File: config.mk
export PLATFORM = sky130hd
export DESIGN_NAME = sampled_addr_queue_flat
export DESIGN_NICKNAME = d
export VERILOG_FILES = /design/src/rtl/sampled_addr_queue_if.sv /design/src/rtl/sampled_addr_queue.sv /design/src/flat_wrapper.sv
export SDC_FILE = /design/constraint.sdc
export NUM_CORES = 1
export LEC_CHECK = 0
export CAP_MARGIN = 20
export CORE_MARGIN = 4
export CORE_UTILIZATION = 40
export CTS_CLUSTER_DIAMETER = 100
export DETAILED_ROUTE_END_ITERATION = 10
export GPL_ROUTABILITY_DRIVEN = 1
export HOLD_SLACK_MARGIN = 0.06
export PLACE_DENSITY = 0.61
export SYNTH_ARGS = -nofsm -noshare
export SYNTH_HDL_FRONTEND = slang
export SYNTH_SLANG_ARGS = --single-unit
File: constraint.sdc
create_clock -name clk -period 4.1 [get_ports clk]
set_clock_uncertainty 0.05 [all_clocks]
set_input_delay 0.41 -clock clk [delete_from_list [all_inputs] [get_ports clk]]
set_output_delay 0.41 -clock clk [all_outputs]
set_load 0.01 [all_outputs]
File: src/rtl/sampled_addr_queue_if.sv
// Handshake bundle for sampled_addr_queue: sampled input stream, query/migration
// handshake and status. The master drives stimulus; the queue itself is the slave.
interface sampled_addr_queue_if #(
  parameter int ADDR_SIZE = 22,
  parameter int DEPTH     = 8,
  parameter int PERIOD_W  = 8
);
  localparam int OCC_W = $clog2(DEPTH) + 1;

  logic [ADDR_SIZE-1:0] input_addr;
  logic                 input_addr_valid;
  logic                 input_addr_ready;
  logic [PERIOD_W-1:0]  sample_period;
  logic                 query_en;
  logic                 query_ready;
  logic                 mig_addr_en;
  logic [ADDR_SIZE-1:0] mig_addr;
  logic                 mig_addr_ready;
  logic [OCC_W-1:0]     occupancy;
  logic [15:0]          drop_cnt;

  modport master (
    output input_addr, input_addr_valid, sample_period, query_en, mig_addr_ready,
    input  input_addr_ready, query_ready, mig_addr_en, mig_addr, occupancy, drop_cnt
  );

  modport slave (
    input  input_addr, input_addr_valid, sample_period, query_en, mig_addr_ready,
    output input_addr_ready, query_ready, mig_addr_en, mig_addr, occupancy, drop_cnt
  );
endinterface

File: src/rtl/sampled_addr_queue.sv
// Samples one of every N valid hot addresses into a FIFO and hands them out one at a
// time on query. Optional duplicate suppression: define SAMPLED_ADDR_QUEUE_DEDUP_EN.
module sampled_addr_queue #(
  parameter int ADDR_SIZE = 22,
  parameter int DEPTH     = 8,
  parameter int PERIOD_W  = 8
) (
  input  logic                 clk,
  input  logic                 rst,
  sampled_addr_queue_if.slave  bus
);
  localparam int PTR_W = $clog2(DEPTH);
  localparam int OCC_W = PTR_W + 1;
  localparam logic [PERIOD_W:0]   PERIOD_ONE = {{PERIOD_W{1'b0}}, 1'b1};
  localparam logic [PERIOD_W-1:0] CNT_ONE    = {{(PERIOD_W-1){1'b0}}, 1'b1};
  localparam logic [PTR_W-1:0]    PTR_ONE    = {{(PTR_W-1){1'b0}}, 1'b1};
  localparam logic [OCC_W-1:0]    OCC_ONE    = {{(OCC_W-1){1'b0}}, 1'b1};
  localparam logic [OCC_W-1:0]    OCC_FULL   = OCC_W'(DEPTH);

  typedef enum logic {IDLE, PRESENT} state_e;

  state_e               state_q;
  logic [ADDR_SIZE-1:0] mig_addr_q;
  logic                 mig_addr_en_q;
  logic                 query_ready_q;

  logic [PERIOD_W-1:0]  cnt_q, cnt_d;
  logic [PTR_W-1:0]     wr_ptr_q, wr_ptr_d;
  logic [PTR_W-1:0]     rd_ptr_q, rd_ptr_d;
  logic [OCC_W-1:0]     count_q, count_d;
  logic [15:0]          drop_q, drop_d;
  logic [ADDR_SIZE-1:0] mem_q [DEPTH];

  logic [PERIOD_W:0]    period_eff;
  logic                 sample, dup, full, pop, push, drop;

  // NOTE: every always_comb output is given a default first, so no latch is inferred.
  always_comb begin
    period_eff = (bus.sample_period == '0) ? PERIOD_ONE : {1'b0, bus.sample_period};
    sample     = bus.input_addr_valid && (({1'b0, cnt_q} + PERIOD_ONE) >= period_eff);
    full       = (count_q == OCC_FULL);
    pop        = (state_q == IDLE) && bus.query_en && (count_q != '0);
    push       = sample && !dup && (!full || pop);
    drop       = sample && !dup && full && !pop;

    cnt_d = cnt_q;
    if (bus.input_addr_valid) cnt_d = sample ? '0 : cnt_q + CNT_ONE;

    wr_ptr_d = push ? wr_ptr_q + PTR_ONE : wr_ptr_q;
    rd_ptr_d = pop  ? rd_ptr_q + PTR_ONE : rd_ptr_q;

    count_d = count_q;
    case ({push, pop})
      2'b10:   count_d = count_q + OCC_ONE;
      2'b01:   count_d = count_q - OCC_ONE;
      default: count_d = count_q;
    endcase

    drop_d = (drop && (drop_q != 16'hFFFF)) ? drop_q + 16'd1 : drop_q;
  end

`ifdef SAMPLED_ADDR_QUEUE_DEDUP_EN
  logic [PTR_W-1:0] offset;

  // An entry is live when its distance from the head is below the occupancy;
  // the head counts even if it is being popped this cycle.
  always_comb begin
    dup    = 1'b0;
    offset = '0;
    for (int i = 0; i < DEPTH; i++) begin
      offset = PTR_W'(i) - rd_ptr_q;
      if (({1'b0, offset} < count_q) && (mem_q[i] == bus.input_addr)) dup = 1'b1;
    end
  end
`else
  assign dup = 1'b0;
`endif

  // NOTE: the storage array has no reset; an entry is only read once count_q covers it.
  always_ff @(posedge clk) begin
    if (push) mem_q[wr_ptr_q] <= bus.input_addr;
  end

  // NOTE: sequential state uses <= so every flop samples the pre-edge values.
  always_ff @(posedge clk or posedge rst) begin
    if (rst) begin
      cnt_q    <= '0;
      wr_ptr_q <= '0;
      rd_ptr_q <= '0;
      count_q  <= '0;
      drop_q   <= '0;
    end else begin
      cnt_q    <= cnt_d;
      wr_ptr_q <= wr_ptr_d;
      rd_ptr_q <= rd_ptr_d;
      count_q  <= count_d;
      drop_q   <= drop_d;
    end
  end

  // Query handshake: the popped head is held in mig_addr_q until the consumer accepts it.
  always_ff @(posedge clk or posedge rst) begin
    if (rst) begin
      state_q       <= IDLE;
      mig_addr_q    <= '0;
      mig_addr_en_q <= 1'b0;
      query_ready_q <= 1'b1;
    end else begin
      case (state_q)
        IDLE: begin
          if (pop) begin
            state_q       <= PRESENT;
            mig_addr_q    <= mem_q[rd_ptr_q];
            mig_addr_en_q <= 1'b1;
            query_ready_q <= 1'b0;
          end
        end
        PRESENT: begin
          if (bus.mig_addr_ready) begin
            state_q       <= IDLE;
            mig_addr_en_q <= 1'b0;
            query_ready_q <= 1'b1;
          end
        end
      endcase
    end
  end

  assign bus.input_addr_ready = 1'b1;
  assign bus.query_ready      = query_ready_q;
  assign bus.mig_addr_en      = mig_addr_en_q;
  assign bus.mig_addr         = mig_addr_q;
  assign bus.occupancy        = count_q;
  assign bus.drop_cnt         = drop_q;
endmodule

File: src/flat_wrapper.sv
// flat-port wrapper written by rule: the top's interface ports become plain ports
module sampled_addr_queue_flat 
#(
  parameter int ADDR_SIZE = 22,
  parameter int DEPTH     = 8,
  parameter int PERIOD_W  = 8
)
  (clk, rst, bus_input_addr, bus_input_addr_valid, bus_sample_period, bus_query_en, bus_mig_addr_ready, bus_input_addr_ready, bus_query_ready, bus_mig_addr_en, bus_mig_addr, bus_occupancy, bus_drop_cnt);
  sampled_addr_queue_if #(.ADDR_SIZE(ADDR_SIZE), .DEPTH(DEPTH), .PERIOD_W(PERIOD_W)) bus_i ();
  input  logic clk;
  input  logic rst;
  input wire logic [$bits(bus_i.input_addr)-1:0] bus_input_addr;
  input wire logic [$bits(bus_i.input_addr_valid)-1:0] bus_input_addr_valid;
  input wire logic [$bits(bus_i.sample_period)-1:0] bus_sample_period;
  input wire logic [$bits(bus_i.query_en)-1:0] bus_query_en;
  input wire logic [$bits(bus_i.mig_addr_ready)-1:0] bus_mig_addr_ready;
  output wire logic [$bits(bus_i.input_addr_ready)-1:0] bus_input_addr_ready;
  output wire logic [$bits(bus_i.query_ready)-1:0] bus_query_ready;
  output wire logic [$bits(bus_i.mig_addr_en)-1:0] bus_mig_addr_en;
  output wire logic [$bits(bus_i.mig_addr)-1:0] bus_mig_addr;
  output wire logic [$bits(bus_i.occupancy)-1:0] bus_occupancy;
  output wire logic [$bits(bus_i.drop_cnt)-1:0] bus_drop_cnt;
  assign bus_i.input_addr = bus_input_addr;
  assign bus_i.input_addr_valid = bus_input_addr_valid;
  assign bus_i.sample_period = bus_sample_period;
  assign bus_i.query_en = bus_query_en;
  assign bus_i.mig_addr_ready = bus_mig_addr_ready;
  assign bus_input_addr_ready = bus_i.input_addr_ready;
  assign bus_query_ready = bus_i.query_ready;
  assign bus_mig_addr_en = bus_i.mig_addr_en;
  assign bus_mig_addr = bus_i.mig_addr;
  assign bus_occupancy = bus_i.occupancy;
  assign bus_drop_cnt = bus_i.drop_cnt;
  sampled_addr_queue #(.ADDR_SIZE(ADDR_SIZE), .DEPTH(DEPTH), .PERIOD_W(PERIOD_W)) u_core (.clk(clk), .rst(rst), .bus(bus_i));
endmodule
# Word-level counts from Yosys, hierarchy flattened
# Memories as Yosys holds them, arrays and structs flattened. A register that Yosys moved wholly into a read port is not among the register bits.
# Index checks and enable logic that the tools add are counted.
# word_totals
mem_count	1
output_inout_bits	45
mem_bits_ro	0
latch_bits	0
reg_bits	37
word_cells	53
inputBits	35
ram_bits	176
# mem_list
name	depth	width	rd	rd_clocked_by_memory_dff	write_ports	line	text
u_core.mem_q	8	22	1	1	1	sampled_addr_queue.sv:32	logic [ADDR_SIZE-1:0] mem_q [DEPTH];
# op_classes
n_bitwise	1
mul	0
n_lt_le_gt_ge	1
reduce_logical	15
shifts	0
n_mux	14
div_mod_pow	0
n_eq_ne	6
add_sub_neg	7
# ops
operator	count
$add A16 B1 Y16 const B	1
$mux W8	2
$ne A16 B16 Y1 const B	1
$add A8 B1 Y9 const B	1
$ge A9 B9 Y1	1
$add A8 B1 Y8 const B	1
$logic_not A8 Y1	1
$mux W1	8
$pmux W4 S2	1
$logic_and A1 B1 Y1	7
$add A3 B1 Y3 const B	2
$pmux W1 S2	3
$add A4 B1 Y4 const B	1
$eq A4 B4 Y1 const B	1
$reduce_and A2 Y1	2
$reduce_bool A4 Y1	1
$sub A4 B1 Y4 const B	1
$eq A2 B1 Y1 const B	1
$eq A2 B2 Y1 const B	1
$logic_not A1 Y1	2
$ne A2 B1 Y1 const B	1
$ne A2 B2 Y1 const B	1
$reduce_bool A2 Y1	1
$logic_or A1 B1 Y1	1
$not A1 Y1	1

# Logic depth before layout (Yosys ltp)
# logic_depth
ltp_word	7
mapped_depth	17
mapped_depth_nobuf	17

# Least setup slack after synthesis
# Ideal clock, no wire load.
# synth_timing
path_kind	flip-flop to flip-flop
from	reg u_core.cnt_q[2]
to	mem u_core.mem_q[4][0], enable pin
n_path_buf	0
path_stages_with_launch	10
synth_period_minus_slack_ps	4190
t_arrival_ps	3711
setup_slack_ps	-90
setup_time_ps	429
path_cell_list	dfrtp_1 and4_1 nand4_1 xnor2_1 ha_1 and3_1 nand3_1 o211a_2 or3_4 nor3_1
# synth_between
elab_chain_cells	6
# synth_rtl
element	line	text
start: declaration	sampled_addr_queue.sv:27	logic [PERIOD_W-1:0] cnt_q, cnt_d;
start signal: assignment	sampled_addr_queue.sv:93	cnt_q <= cnt_d;
$add A8 B1 Y9	sampled_addr_queue.sv:40	sample = bus.input_addr_valid && (({1'b0, cnt_q} + PERIOD_ONE) >= period_eff);
$ge A9 B9 Y1	sampled_addr_queue.sv:40	
$logic_and A1 B1 Y1	sampled_addr_queue.sv:40	
$logic_and A1 B1 Y1	sampled_addr_queue.sv:43	push = sample && !dup && (!full || pop);
$mux W1	sampled_addr_queue.sv:81	if (push) mem_q[wr_ptr_q] <= bus.input_addr;
$mux W1 (implied by the code)	sampled_addr_queue.sv:81	
end: declaration	sampled_addr_queue.sv:32	
# No other way between the ends.

# Final worst setup path
# layout_timing
from	reg u_core.cnt_q[0]
to	reg u_core.count_q[3], in the netlist u_core.bus.occupancy[3]
# layout_between
elab_chain_cells	6
elab_cells_between_ends	8
# layout_rtl
element	line	text
$add A8 B1 Y9 (*)	sampled_addr_queue.sv:40	
$ge A9 B9 Y1 (*)	sampled_addr_queue.sv:40	
$logic_and A1 B1 Y1 (*)	sampled_addr_queue.sv:40	
$logic_and A1 B1 Y1 (*)	sampled_addr_queue.sv:43	
$eq A2 B1 Y1 or $eq A2 B2 Y1 (tied branches)	sampled_addr_queue.sv:53	case ({push, pop})
$pmux W4 S2 or $reduce_bool A2 Y1 (tied branches)	n/a	
end signal: assignment	sampled_addr_queue.sv:96	count_q <= count_d;
end: declaration	sampled_addr_queue.sv:30	logic [OCC_W-1:0] count_q, count_d;
# Mark *: on every way between the ends. The rest lies on a longest branch, timed or not.
# A chain may end at the register's enable or synchronous reset.

==> results.py <==
metrics = {
    "logic_synthesis": {
        "yosys_warnings": 0,
        "avgSynthCellArea_um2": 17.0,
        "synth_edf_count": 176,
        "synth_nets": 610,
        "syn_area_mm2": 0.00952,
        "synth_top_cell_area_share": 0.555,
        "yosysUniqueCellTypes": 46,
        "ys_ff_latch": 235,
        "yosysSeqAreaShare": 0.710,
        "postSynthCellCount": 560,
        "yosysTopAreaCell": "edfxtp_1",
        "synth_ff_type": "edfxtp_1",
        "synthTopCellsByArea": "edfxtp_1 (55%), dfrtp_1 (15%), mux4_2 (10%)",
        "async_flop_share": 0.251,
    },
    "place": {
        "numPortBuffers": 78,
        "place_hpwl_um": 11300,
        "place.gp.congestion": 0.794,
        "dpl_cell_area_mm2": 0.0108,
        "pre_cts_ws_ns": 0.367,
    },
    "power": {
        "vdd_drop_max_uv": 350,
        "p_leak_nw": 4.14,
        "power_density_mw_per_mm2": 616,
        "total_power_mw": 7.11,
    },
    "global_routing": {
        "grt_overflow": 0,
        "grt_pass1_wl_um": 30400,
        "track_usage": 0.148,
        "grt_max_degree": 56,
        "antenna_found_initial": 1,
        "grt_pass1_vias": 5328,
    },
    "sta": {
        "hold_violations": 0,
        "worst_slew_pin_slew_ns": 0.951,
        "rsz0062_at_grt": "false",
        "slew-limit-headroom": 0.365,
        "finalSetupViolations": 0,
        "fmax_mhz": 268,
        "layout_setup_ws_ns": 0.368,
        "finalCritPeriodShare": 0.910,
        "slew_violations": 0,
        "whs_ns": 0.363,
        "period_minus_slack_ns": 3.73,
    },
    "route": {
        "vias_per_cell": 5.11,
        "top_layer_used": "met5",
        "met3_length_um": 1090,
        "wl_met2_um": 9320,
        "avgRoutedWirePerCell_um": 19.1,
        "first_pass_iters": 6,
        "vias": 5069,
        "drc_errors": 0,
        "wl_met1_um": 8170,
        "drt_iter0_markers": 374,
        "antenna_left": 0,
        "wirelength_um": 18900,
    },
    "finish": {
        "nets": 704,
        "n_antenna_cell": 0,
        "area_growth_pct": 21.3,
        "fillers": 1989,
        "multi_input_area_mm2": 0.00262,
        "final_area_mm2": 0.0115,
        "drive_above_1_share": 0.172,
        "final-seq-area_mm2": 0.00677,
    },
    "critical_path": {
        "worstSetupPathType": "register to register",
        "crit_path_end_kind": "register",
        "critPathLaunchType": "register",
        "cp_max_fo": 10,
        "crit_required_ns": 4.45,
        "cp.arrival_ns": 4.08,
    },
    "clock_tree": {
        "clk_latency_ns": 0.53,
        "htreeDepth": 1,
        "clkTransAtPathRegs_ns": 0.06,
        "cts_made_buffers": 25,
        "cts_tree": "done",
        "clockBufferDepth": 3,
        "ctsRootBufferMaster": "clkbuf_16",
        "hold_buffers": 0,
        "clock_sinks": 235,
        "post_cts_resized": 0,
        "cts_setup_buffers": 0,
    },
    "die": {
        "die_h_um": 162,
        "fp.dieW_um": 162,
        "core-area_mm2": 0.0235,
        "rows": 56,
        "initial_core_util": 0.406,
        "die_area_mm2": 0.0263,
        "num_io_pins": 80,
    },
    "hold_path": {
        "min_path_type": "input pin to asynchronous set/reset pin",
    },
    "job": {
        "max_cap_violations": 0,
    },
    "run_status": {
        "status": "finished, final reports clean",
    },
}
final cells by class:
class	count	area share
Timing Repair Buffer	92	0.0800
Sequential cell	235	0.586
Clock inverter	12	0.00845
Multi-Input combinational cell	281	0.227
Tap cell	319	0.0346
Clock buffer	34	0.0580
Inverter	19	0.00618
final timing paths:
kind	startpoint	endpoint	slack, ns	depth (start not counted)
max	u_core.cnt_q[0]	u_core.bus.occupancy[3]	0.37	17
min	rst	u_core.bus.mig_addr[11]	0.36	2
max reg2reg	u_core.cnt_q[0]	u_core.bus.occupancy[3]	0.37	17
min reg2reg	u_core.bus.query_ready	u_core.bus.query_ready	0.42	2
max in group asynchronous	rst	u_core.bus.drop_cnt[1]	2.79	3
min in group clk	u_core.bus.query_ready	u_core.bus.query_ready	0.42	2
routing by layer:
metal	vias up	GRT usage
met4	2	0.0350
met1	2560	0.206
met3	27	0.0299
met2	136	0.244
li1	2344	-
met5	-	0
synth_stat cells, drive strengths merged, types with 2 or more instances:
master,count
edfxtp,176
dfrtp,58
nand2,47
mux4,44
o21ai,32
mux2i,23
inv,19
xnor2,19
buf,15
ha,14
nand3,14
nor2,12
nor3,12
clkbuf,10
nand4,10
xor2,8
a21oi,7
and3,5
nand2b,5
a21o,4
a211oi,3
and2,3
o211ai,3
and4,2
mux2,2
nor4,2
worst max-delay path, stage by stage, from the launching register on:
cell and delay (ns):
dfrtp_1 0.47, ha_1 0.33, nand2_1 0.10, xnor2_1 0.21
ha_1 0.27, a21o_1 0.19, a221oi_2 0.29, o211ai_1 0.23
nand2_2 0.25, nand2_1 0.13, inv_1 0.12, ha_1 0.24
a21o_1 0.16, a21oi_1 0.19, nor3_1 0.07, nand3_1 0.10
o21ai_1 0.08, xor2_1 0.14
logic make-up (layout without fill, tap and decap cells):
logic type | Yosys count | count (layout) | synth area share
DFF | 235 | 235 | 0.710
and+or+nand+nor | 116 | 116 | 0.0611
muxes | 69 | 69 | 0.131
xor gates and xnor gates | 27 | 27 | 0.0248
buffers and inverters | 44 | 157 | 0.0193
adders and majority gates | 15 | 15 | 0.0205
other | 1 | 1 | 0.000394
AOI/OAI and AO/OA | 53 | 53 | 0.0327
registers in the layout, summed over array words and instances, names as in the netlist:
signal / flops
u_core.mem_q: 176
u_core.bus.mig_addr: 22
u_core.bus.drop_cnt: 16
u_core.cnt_q: 8
u_core.bus.occupancy: 4
u_core.rd_ptr_q: 3
u_core.wr_ptr_q: 3
u_core.bus.mig_addr_en: 1
u_core.bus.query_ready: 1
u_core.state_q: 1
report_power, final:
part | internal (mW) | leakage (nW) | total (mW) | switching, mW
sequential | 2.82 | 2.33 | 3.14 | 0.321
combinational | 1.03 | 1.43 | 1.89 | 0.865
clock | 1.21 | 0.376 | 2.08 | 0.872
total | 5.06 | 4.14 | 7.11 | 2.06
per-stage QoR:
step,setup TNS (ns),cells,utilization
4_1_cts,0,991,0.491
2_1_floorplan,-11.89,560,-
3_3_place_gp,0,944,0.458
3_5_place_dp,0,945,0.458
6_report,0,992,0.492
5_1_grt,0,992,0.492
placed cells by master (no fill, tap or decap), types with 5 or more instances in the layout:
cell and count:
a21oi_1 7, buf_4 11, clkdlybuf4s50_1 78, ha_1 14, edfxtp_1 176, mux2i_1 23
clkinv_1 5, xnor2_1 19, nand3_1 14, nand2_1 46, xor2_1 8, nor3_2 9
and3_1 5, mux4_2 44, nand4_1 10, inv_1 18, clkbuf_16 25, nor2_1 11
o21ai_0 31, dfrtp_1 56, clkbuf_1 8
(Power assumes the default switching activity.)
